## config.mk

```make
export PLATFORM = sky130hd
export DESIGN_NAME = cache_line_fill_ctrl_flat
export DESIGN_NICKNAME = d
export VERILOG_FILES = /design/src/rtl/cache_line_fill_ctrl_pkg.sv /design/src/rtl/cache_line_fill_ctrl_if.sv /design/src/rtl/cache_line_fill_ctrl_counter.sv /design/src/rtl/cache_line_fill_ctrl.sv /design/src/flat_wrapper.sv
export SDC_FILE = /design/constraint.sdc
export NUM_CORES = 1
export LEC_CHECK = 0
export CAP_MARGIN = 5
export CORE_MARGIN = 4
export CORE_UTILIZATION = 41
export CTS_CLUSTER_DIAMETER = 200
export DETAILED_ROUTE_END_ITERATION = 10
export GPL_ROUTABILITY_DRIVEN = 0
export PLACE_DENSITY = 0.95
export SLEW_MARGIN = 20
export SYNTH_ARGS = -nofsm -noshare
export SYNTH_HDL_FRONTEND = slang
export SYNTH_HIERARCHICAL = 1
export SYNTH_SLANG_ARGS = --single-unit
```

## constraint.sdc

```tcl
create_clock -name clk -period 4.3 [get_ports clk]
set_clock_uncertainty 0.1 [all_clocks]
set_input_delay 0.86 -clock clk [delete_from_list [all_inputs] [get_ports clk]]
set_output_delay 0.86 -clock clk [all_outputs]
set_load 0.01 [all_outputs]
```

## src/rtl/cache_line_fill_ctrl_pkg.sv

```systemverilog
// Shared fill-state type and default sizing for the cache line fill controller.
package cache_pkg;

  typedef enum logic [1:0] {
    ST_IDLE = 2'd0,
    ST_FILL = 2'd1,
    ST_TAG  = 2'd2,
    ST_DONE = 2'd3
  } fill_state_t;

  localparam int DEF_ADDR_W         = 16;
  localparam int DEF_DATA_W         = 16;
  localparam int DEF_WORDS_PER_LINE = 8;

endpackage

```

## src/rtl/cache_line_fill_ctrl_if.sv

```systemverilog
// Miss, memory-return and array-write signals of the line fill controller.
// The master side is the controller, the slave side is cache/memory.
interface cache_line_fill_ctrl_if
  import cache_pkg::*;
#(
  parameter int ADDR_W         = DEF_ADDR_W,
  parameter int DATA_W         = DEF_DATA_W,
  parameter int WORDS_PER_LINE = DEF_WORDS_PER_LINE
);
  localparam int IDX_W = $clog2(WORDS_PER_LINE);

  logic              miss_detected;
  logic [ADDR_W-1:0] miss_address;
  logic [DATA_W-1:0] memory_data;
  logic              memory_data_valid;

  logic              fsm_busy;
  logic              mem_req;
  logic [ADDR_W-1:0] memory_address;
  logic              write_data_array;
  logic [IDX_W-1:0]  write_word_idx;
  logic [DATA_W-1:0] write_data;
  logic              write_tag_array;
  logic              fill_done;

  modport master (
    input  miss_detected, miss_address, memory_data, memory_data_valid,
    output fsm_busy, mem_req, memory_address, write_data_array,
           write_word_idx, write_data, write_tag_array, fill_done
  );

  modport slave (
    output miss_detected, miss_address, memory_data, memory_data_valid,
    input  fsm_busy, mem_req, memory_address, write_data_array,
           write_word_idx, write_data, write_tag_array, fill_done
  );

endinterface

```

## src/rtl/cache_line_fill_ctrl_counter.sv

```systemverilog
// Word-slot index (wraps modulo the line) and received-word count for one fill.
module fill_word_counter
  import cache_pkg::*;
#(
  parameter int WORDS_PER_LINE = DEF_WORDS_PER_LINE,
  parameter int IDX_W          = $clog2(WORDS_PER_LINE)
) (
  input  logic             clk,
  input  logic             rst,
  input  logic             load,
  input  logic [IDX_W-1:0] load_idx,
  input  logic             inc,
  output logic [IDX_W-1:0] idx,
  output logic             last_word
);

  logic [IDX_W:0] count;

  // Index width is exactly log2 of the line, so the increment wraps for free.
  always_ff @(posedge clk or posedge rst) begin
    if (rst) begin
      idx   <= '0;
      count <= '0;
    end else if (load) begin
      idx   <= load_idx;
      count <= '0;
    end else if (inc) begin
      idx   <= idx + 1'b1;
      count <= count + 1'b1;
    end
  end

  assign last_word = (count == (IDX_W+1)'(WORDS_PER_LINE - 1));

endmodule

```

## src/rtl/cache_line_fill_ctrl.sv

```systemverilog
// Cache line fill controller: fetches one line word by word, then writes the tag.
// Define CACHE_FILL_CRITICAL_WORD_FIRST_EN to start at the missing word and wrap.
module cache_line_fill_ctrl
  import cache_pkg::*;
#(
  parameter int ADDR_W         = DEF_ADDR_W,
  parameter int DATA_W         = DEF_DATA_W,
  parameter int WORDS_PER_LINE = DEF_WORDS_PER_LINE
) (
  input logic                    clk,
  input logic                    rst,
  cache_line_fill_ctrl_if.master bus
);
  // state | meaning
  // IDLE  | waiting for a miss
  // FILL  | requesting words and writing them into the data array
  // TAG   | one-cycle tag-array write
  // DONE  | one-cycle completion pulse

  localparam int WORD_BYTES = DATA_W / 8;
  localparam int BYTE_SH    = $clog2(WORD_BYTES);
  localparam int IDX_W      = $clog2(WORDS_PER_LINE);
  localparam int OFF_W      = IDX_W + BYTE_SH;
  localparam logic [ADDR_W-1:0] LINE_MASK = ADDR_W'((1 << OFF_W) - 1);

  fill_state_t       state;
  logic [ADDR_W-1:0] base;
  logic [ADDR_W-1:0] word_addr;
  logic [IDX_W-1:0]  cur_idx;
  logic [IDX_W-1:0]  start_idx;
  logic              last_word;
  logic              accept;
  logic              load;
  logic              busy_q, req_q, tag_q, done_q;

`ifdef CACHE_FILL_CRITICAL_WORD_FIRST_EN
  assign start_idx = bus.miss_address[OFF_W-1:BYTE_SH];
`else
  logic unused_offset;
  assign start_idx     = '0;
  assign unused_offset = ^bus.miss_address[OFF_W-1:0];
`endif

  assign load   = (state == ST_IDLE) && bus.miss_detected;
  assign accept = (state == ST_FILL) && bus.memory_data_valid;

  fill_word_counter #(
    .WORDS_PER_LINE (WORDS_PER_LINE),
    .IDX_W          (IDX_W)
  ) u_counter (
    .clk       (clk),
    .rst       (rst),
    .load      (load),
    .load_idx  (start_idx),
    .inc       (accept),
    .idx       (cur_idx),
    .last_word (last_word)
  );

  always_ff @(posedge clk or posedge rst) begin
    if (rst) begin
      state  <= ST_IDLE;
      base   <= '0;
      busy_q <= 1'b0;
      req_q  <= 1'b0;
      tag_q  <= 1'b0;
      done_q <= 1'b0;
    end else begin
      case (state)
        ST_IDLE: begin
          if (bus.miss_detected) begin
            base   <= bus.miss_address & ~LINE_MASK;
            state  <= ST_FILL;
            busy_q <= 1'b1;
            req_q  <= 1'b1;
          end
        end
        ST_FILL: begin
          // A dropped miss wins over completion: no tag write for an abandoned line.
          if (!bus.miss_detected) begin
            state  <= ST_IDLE;
            busy_q <= 1'b0;
            req_q  <= 1'b0;
          end else if (accept && last_word) begin
            state <= ST_TAG;
            req_q <= 1'b0;
            tag_q <= 1'b1;
          end
        end
        ST_TAG: begin
          state  <= ST_DONE;
          tag_q  <= 1'b0;
          done_q <= 1'b1;
        end
        ST_DONE: begin
          state  <= ST_IDLE;
          done_q <= 1'b0;
          busy_q <= 1'b0;
        end
        default: begin
          state  <= ST_IDLE;
          busy_q <= 1'b0;
          req_q  <= 1'b0;
          tag_q  <= 1'b0;
          done_q <= 1'b0;
        end
      endcase
    end
  end

  // Base has zero offset bits, so OR-ing the word offset can never carry into the tag.
  assign word_addr = base | (ADDR_W'(cur_idx) << BYTE_SH);

  assign bus.fsm_busy         = busy_q;
  assign bus.mem_req          = req_q;
  assign bus.memory_address   = req_q ? word_addr : '0;
  assign bus.write_data_array = accept;
  assign bus.write_word_idx   = accept ? cur_idx : '0;
  assign bus.write_data       = accept ? bus.memory_data : '0;
  assign bus.write_tag_array  = tag_q;
  assign bus.fill_done        = done_q;

endmodule
```

## src/flat_wrapper.sv

```systemverilog
// flat-port wrapper written by rule: the top's interface ports become plain ports
module cache_line_fill_ctrl_flat import cache_pkg::*;
#(
  parameter int ADDR_W         = DEF_ADDR_W,
  parameter int DATA_W         = DEF_DATA_W,
  parameter int WORDS_PER_LINE = DEF_WORDS_PER_LINE
)
  (clk, rst, bus_miss_detected, bus_miss_address, bus_memory_data, bus_memory_data_valid, bus_fsm_busy, bus_mem_req, bus_memory_address, bus_write_data_array, bus_write_word_idx, bus_write_data, bus_write_tag_array, bus_fill_done);
  cache_line_fill_ctrl_if #(.ADDR_W(ADDR_W), .DATA_W(DATA_W), .WORDS_PER_LINE(WORDS_PER_LINE)) bus_i ();
  input logic clk;
  input logic rst;
  input wire logic [$bits(bus_i.miss_detected)-1:0] bus_miss_detected;
  input wire logic [$bits(bus_i.miss_address)-1:0] bus_miss_address;
  input wire logic [$bits(bus_i.memory_data)-1:0] bus_memory_data;
  input wire logic [$bits(bus_i.memory_data_valid)-1:0] bus_memory_data_valid;
  output wire logic [$bits(bus_i.fsm_busy)-1:0] bus_fsm_busy;
  output wire logic [$bits(bus_i.mem_req)-1:0] bus_mem_req;
  output wire logic [$bits(bus_i.memory_address)-1:0] bus_memory_address;
  output wire logic [$bits(bus_i.write_data_array)-1:0] bus_write_data_array;
  output wire logic [$bits(bus_i.write_word_idx)-1:0] bus_write_word_idx;
  output wire logic [$bits(bus_i.write_data)-1:0] bus_write_data;
  output wire logic [$bits(bus_i.write_tag_array)-1:0] bus_write_tag_array;
  output wire logic [$bits(bus_i.fill_done)-1:0] bus_fill_done;
  assign bus_i.miss_detected = bus_miss_detected;
  assign bus_i.miss_address = bus_miss_address;
  assign bus_i.memory_data = bus_memory_data;
  assign bus_i.memory_data_valid = bus_memory_data_valid;
  assign bus_fsm_busy = bus_i.fsm_busy;
  assign bus_mem_req = bus_i.mem_req;
  assign bus_memory_address = bus_i.memory_address;
  assign bus_write_data_array = bus_i.write_data_array;
  assign bus_write_word_idx = bus_i.write_word_idx;
  assign bus_write_data = bus_i.write_data;
  assign bus_write_tag_array = bus_i.write_tag_array;
  assign bus_fill_done = bus_i.fill_done;
  cache_line_fill_ctrl #(.ADDR_W(ADDR_W), .DATA_W(DATA_W), .WORDS_PER_LINE(WORDS_PER_LINE)) u_core (.clk(clk), .rst(rst), .bus(bus_i));
endmodule
```

==> metrics.md <==
| Metric | Value |
|---|---|
| Max cap viols | `0` |
| Min-Delay Path Class | `flip-flop to flip-flop` |
| Mapped cell area | `1370 um2` |
| Synthesized flop and latch total | `25` |
| Minimum clock period | `3.66 ns` |
| ANT cells | `0` |
| Root Driver | `clkbuf_4` |
| Final WS setup | `0.645 ns` |
| Nets | `235` |
| Die Height | `65.9 um` |
| Placement Setup Slack | `0.621 ns` |
| Rows | `20` |
| Core ar. | `3130 um2` |
| Most common cell after layout, fill and taps aside | `clkdlybuf4s50_1` |
| Pleak | `0.000901 uW` |
| Hold-fix buffers, CTS | `0` |
| Total chip power | `610 uW` |
| DR DRC count | `0` |
| Arr. time, crit path | `2.70 ns` |
| Die Area | `4340 um2` |
| Crit. Startpoint | `bus_memory_data_valid` |
| Initial DRC count | `39` |
| Area delta synth->final | `53.7%` |
| Achievable Freq | `274 MHz` |
| Vias in the first global route | `1186` |
| Drt total wl | `3.02 mm` |
| Global-route wire length before repair | `5.09 mm` |
| Setup bufs post-CTS | `0` |
| Post-detail-place hpwl | `2.41 mm` |
| Hold WS | `0.419 ns` |
| Htree depth | `1` |
| CTS tree | `built` |
| Total global routing overflow | `0` |
| Final TNS setup | `0 ns` |
| Die Span X | `65.9 um` |
| Status | `finished clean` |
| I/O Buffers | `70` |
| Initial Util | `43.9%` |
| Mapped Cells | `126` |
| Clk Latency, worst-skew pair | `0.31 ns` |
| Post-synth EDFFs | `0` |
| Post_cts resized | `0` |
| Peak VDD IR | `0.139 mV` |
| Via density | `4.74` |
| Placed Instances | `236` |
| Final non-filler cell total | `240` |
| Tightest Pin Transition | `0.663 ns` |
| Relative slew margins | `55.8%` |
| Asr flop ratio synth | `100%` |
| Final Max Tran Viols | `0` |
| Most used DFF post-synth | `dfrtp_1` |
| Final period utilization | `85.0%` |
| DR WL/cell | `12.6 um` |
| Gr usage total | `15.0%` |
| Share of post-route cells with drive strength above 1 | `10.7%` |
| RSZ-0062 raised after global routing | `no` |
| Initial antenna violation count | `0` |
| PD cells | `289 nW/um2` |
| Avg Inst Size Synth | `10.9 um2` |
| Cell variety after synth | `31` |
| CP startpoint kind | `input port` |
| Hold Fails Final Rpt | `0` |
| Routed vias | `1138` |
| Clock transition at path regs | `0.14 ns` |
| CTS Buf Count | `3` |
| Critical path class | `input port to output pin` |
| Ys Warns | `6` |
| Critical Path RT | `3.34 ns` |
| # setup viols final | `0` |
| CP Max Fanout | `19` |
| Min-delay src | `u_core/base[13]$_DFFE_PP0P_` |
| Commonest cells after routing, fill and taps aside | `clkdlybuf4s50_1, and2_1, dfrtp_1, mux2_4, nand2_1` |
| Number of detailed-route iterations in the first pass | `2` |
| Largest net degree at the start of global routing | `25` |
| Worst Setup End Kind | `output pin` |
| Post-synthesis sequential area ratio | `45.5%` |
| Num ports | `76` |
| Sinks on the clock net | `25` |
| CTS max path bufs | `2` |
| Antenna-violating nets left | `0` |
## cell usage after synthesis, types with 2 or more instances
cell	number	share of area, %
and2_1	34	15
dfrtp_1	25	46
mux2_4	10	11
nand2_1	7	1.9
inv_1	5	1.4
nor2_1	4	1.1
o21ai_0	4	1.5
a21oi_1	3	1.1
clkbuf_1	3	0.82
mux2_2	3	2.5
buf_6	2	1.6
ha_1	2	1.8
mux2i_1	2	1.5
nand4_1	2	0.91
nor2b_1	2	0.91
o21ai_1	2	0.73
xnor2_1	2	1.3
## logic make-up (layout without fill, tap and decap cells)
logic type               Yosys count  count (layout)  synth area share [%]
adder cells (fa/ha/maj)            3               3                  2.55
other                              1               4                 0.273
XOR/XNOR                           2               2                  1.28
AO/OA/AOI/OAI                     13              13                  5.83
AND/OR/NAND/NOR                   54              54                  23.5
multiplexers                      15              15                  14.8
buffers and inverters             13              80                  6.19
flip-flops                        25              25                  45.5
## power by group
| group | internal (uW) | switching, uW |
|---|---|---|
| Combinational | 135 | 73.3 |
| Sequential | 270 | 26.9 |
| Clock | 35.5 | 69.7 |
| Total | 441 | 170 |
## per-layer routing
metal  global-route usage [%]  share of wire [%]  up-vias
li1                         -                  -      549
met2                     26.9                 48       47
met5                        0                  0        -
met1                     17.2                 43      538
met4                     5.44                1.2        0
met3                     3.57                8.1        4
## final timing paths
| path | endpoint | depth (start not counted) | slack [ns] |
|---|---|---|---|
| hold / removal | u_core/base[13]$_DFFE_PP0P_ | 1 | 0.42 |
| setup reg to reg | u_core/u_counter/count[3]$_DFFE_PP0P_ | 5 | 2.44 |
| max in group asynchronous | u_core/base[12]$_DFFE_PP0P_ | 2 | 2.83 |
| hold reg to reg | u_core/base[13]$_DFFE_PP0P_ | 1 | 0.42 |
| min in group asynchronous | u_core/u_counter/idx[2]$_DFFE_PP0P_ | 2 | 0.67 |
| setup / recovery | bus_write_word_idx[0] | 5 | 0.64 |
## stage by stage
| step | instance area (um2) | util (%) |
|---|---|---|
| after floorplan | 1390 | - |
| after global placement | 2080 | 66.6 |
| after detailed placement | 2080 | 66.6 |
| after CTS | 2110 | 67.5 |
| after global routing | 2110 | 67.5 |
| final | 2110 | 67.5 |
## worst max-delay path, cell delays in order
cell             delay, ns
clkdlybuf4s50_1       0.52
and3_1                0.34
buf_4                 0.28
and2_1                0.16
clkdlybuf4s50_1       0.54
## sequential cells by signal, summed over array words and instances (netlist names), named ones only
signal                      cells
u_core/bus.write_tag_array      1
u_core/u_counter/count          4
u_core/bus.fill_done            1
u_core/u_counter/idx            3
u_core/bus.fsm_busy             1
u_core/base                    12
u_core/state                    1
u_core/bus.mem_req              1
## area by class of cell
| class | instances | area [um2] |
|---|---|---|
| clock buffers | 3 | 22.5 |
| repair buffers | 71 | 708 |
| inverters | 5 | 18.8 |
| flip-flops and latches | 25 | 626 |
| fillers | 243 | 1020 |
| multi-input cells | 91 | 674 |
| well taps | 44 | 55.1 |
| clock inverters | 1 | 7.51 |
No activity file was read; power rests on OpenSTA's default activity.
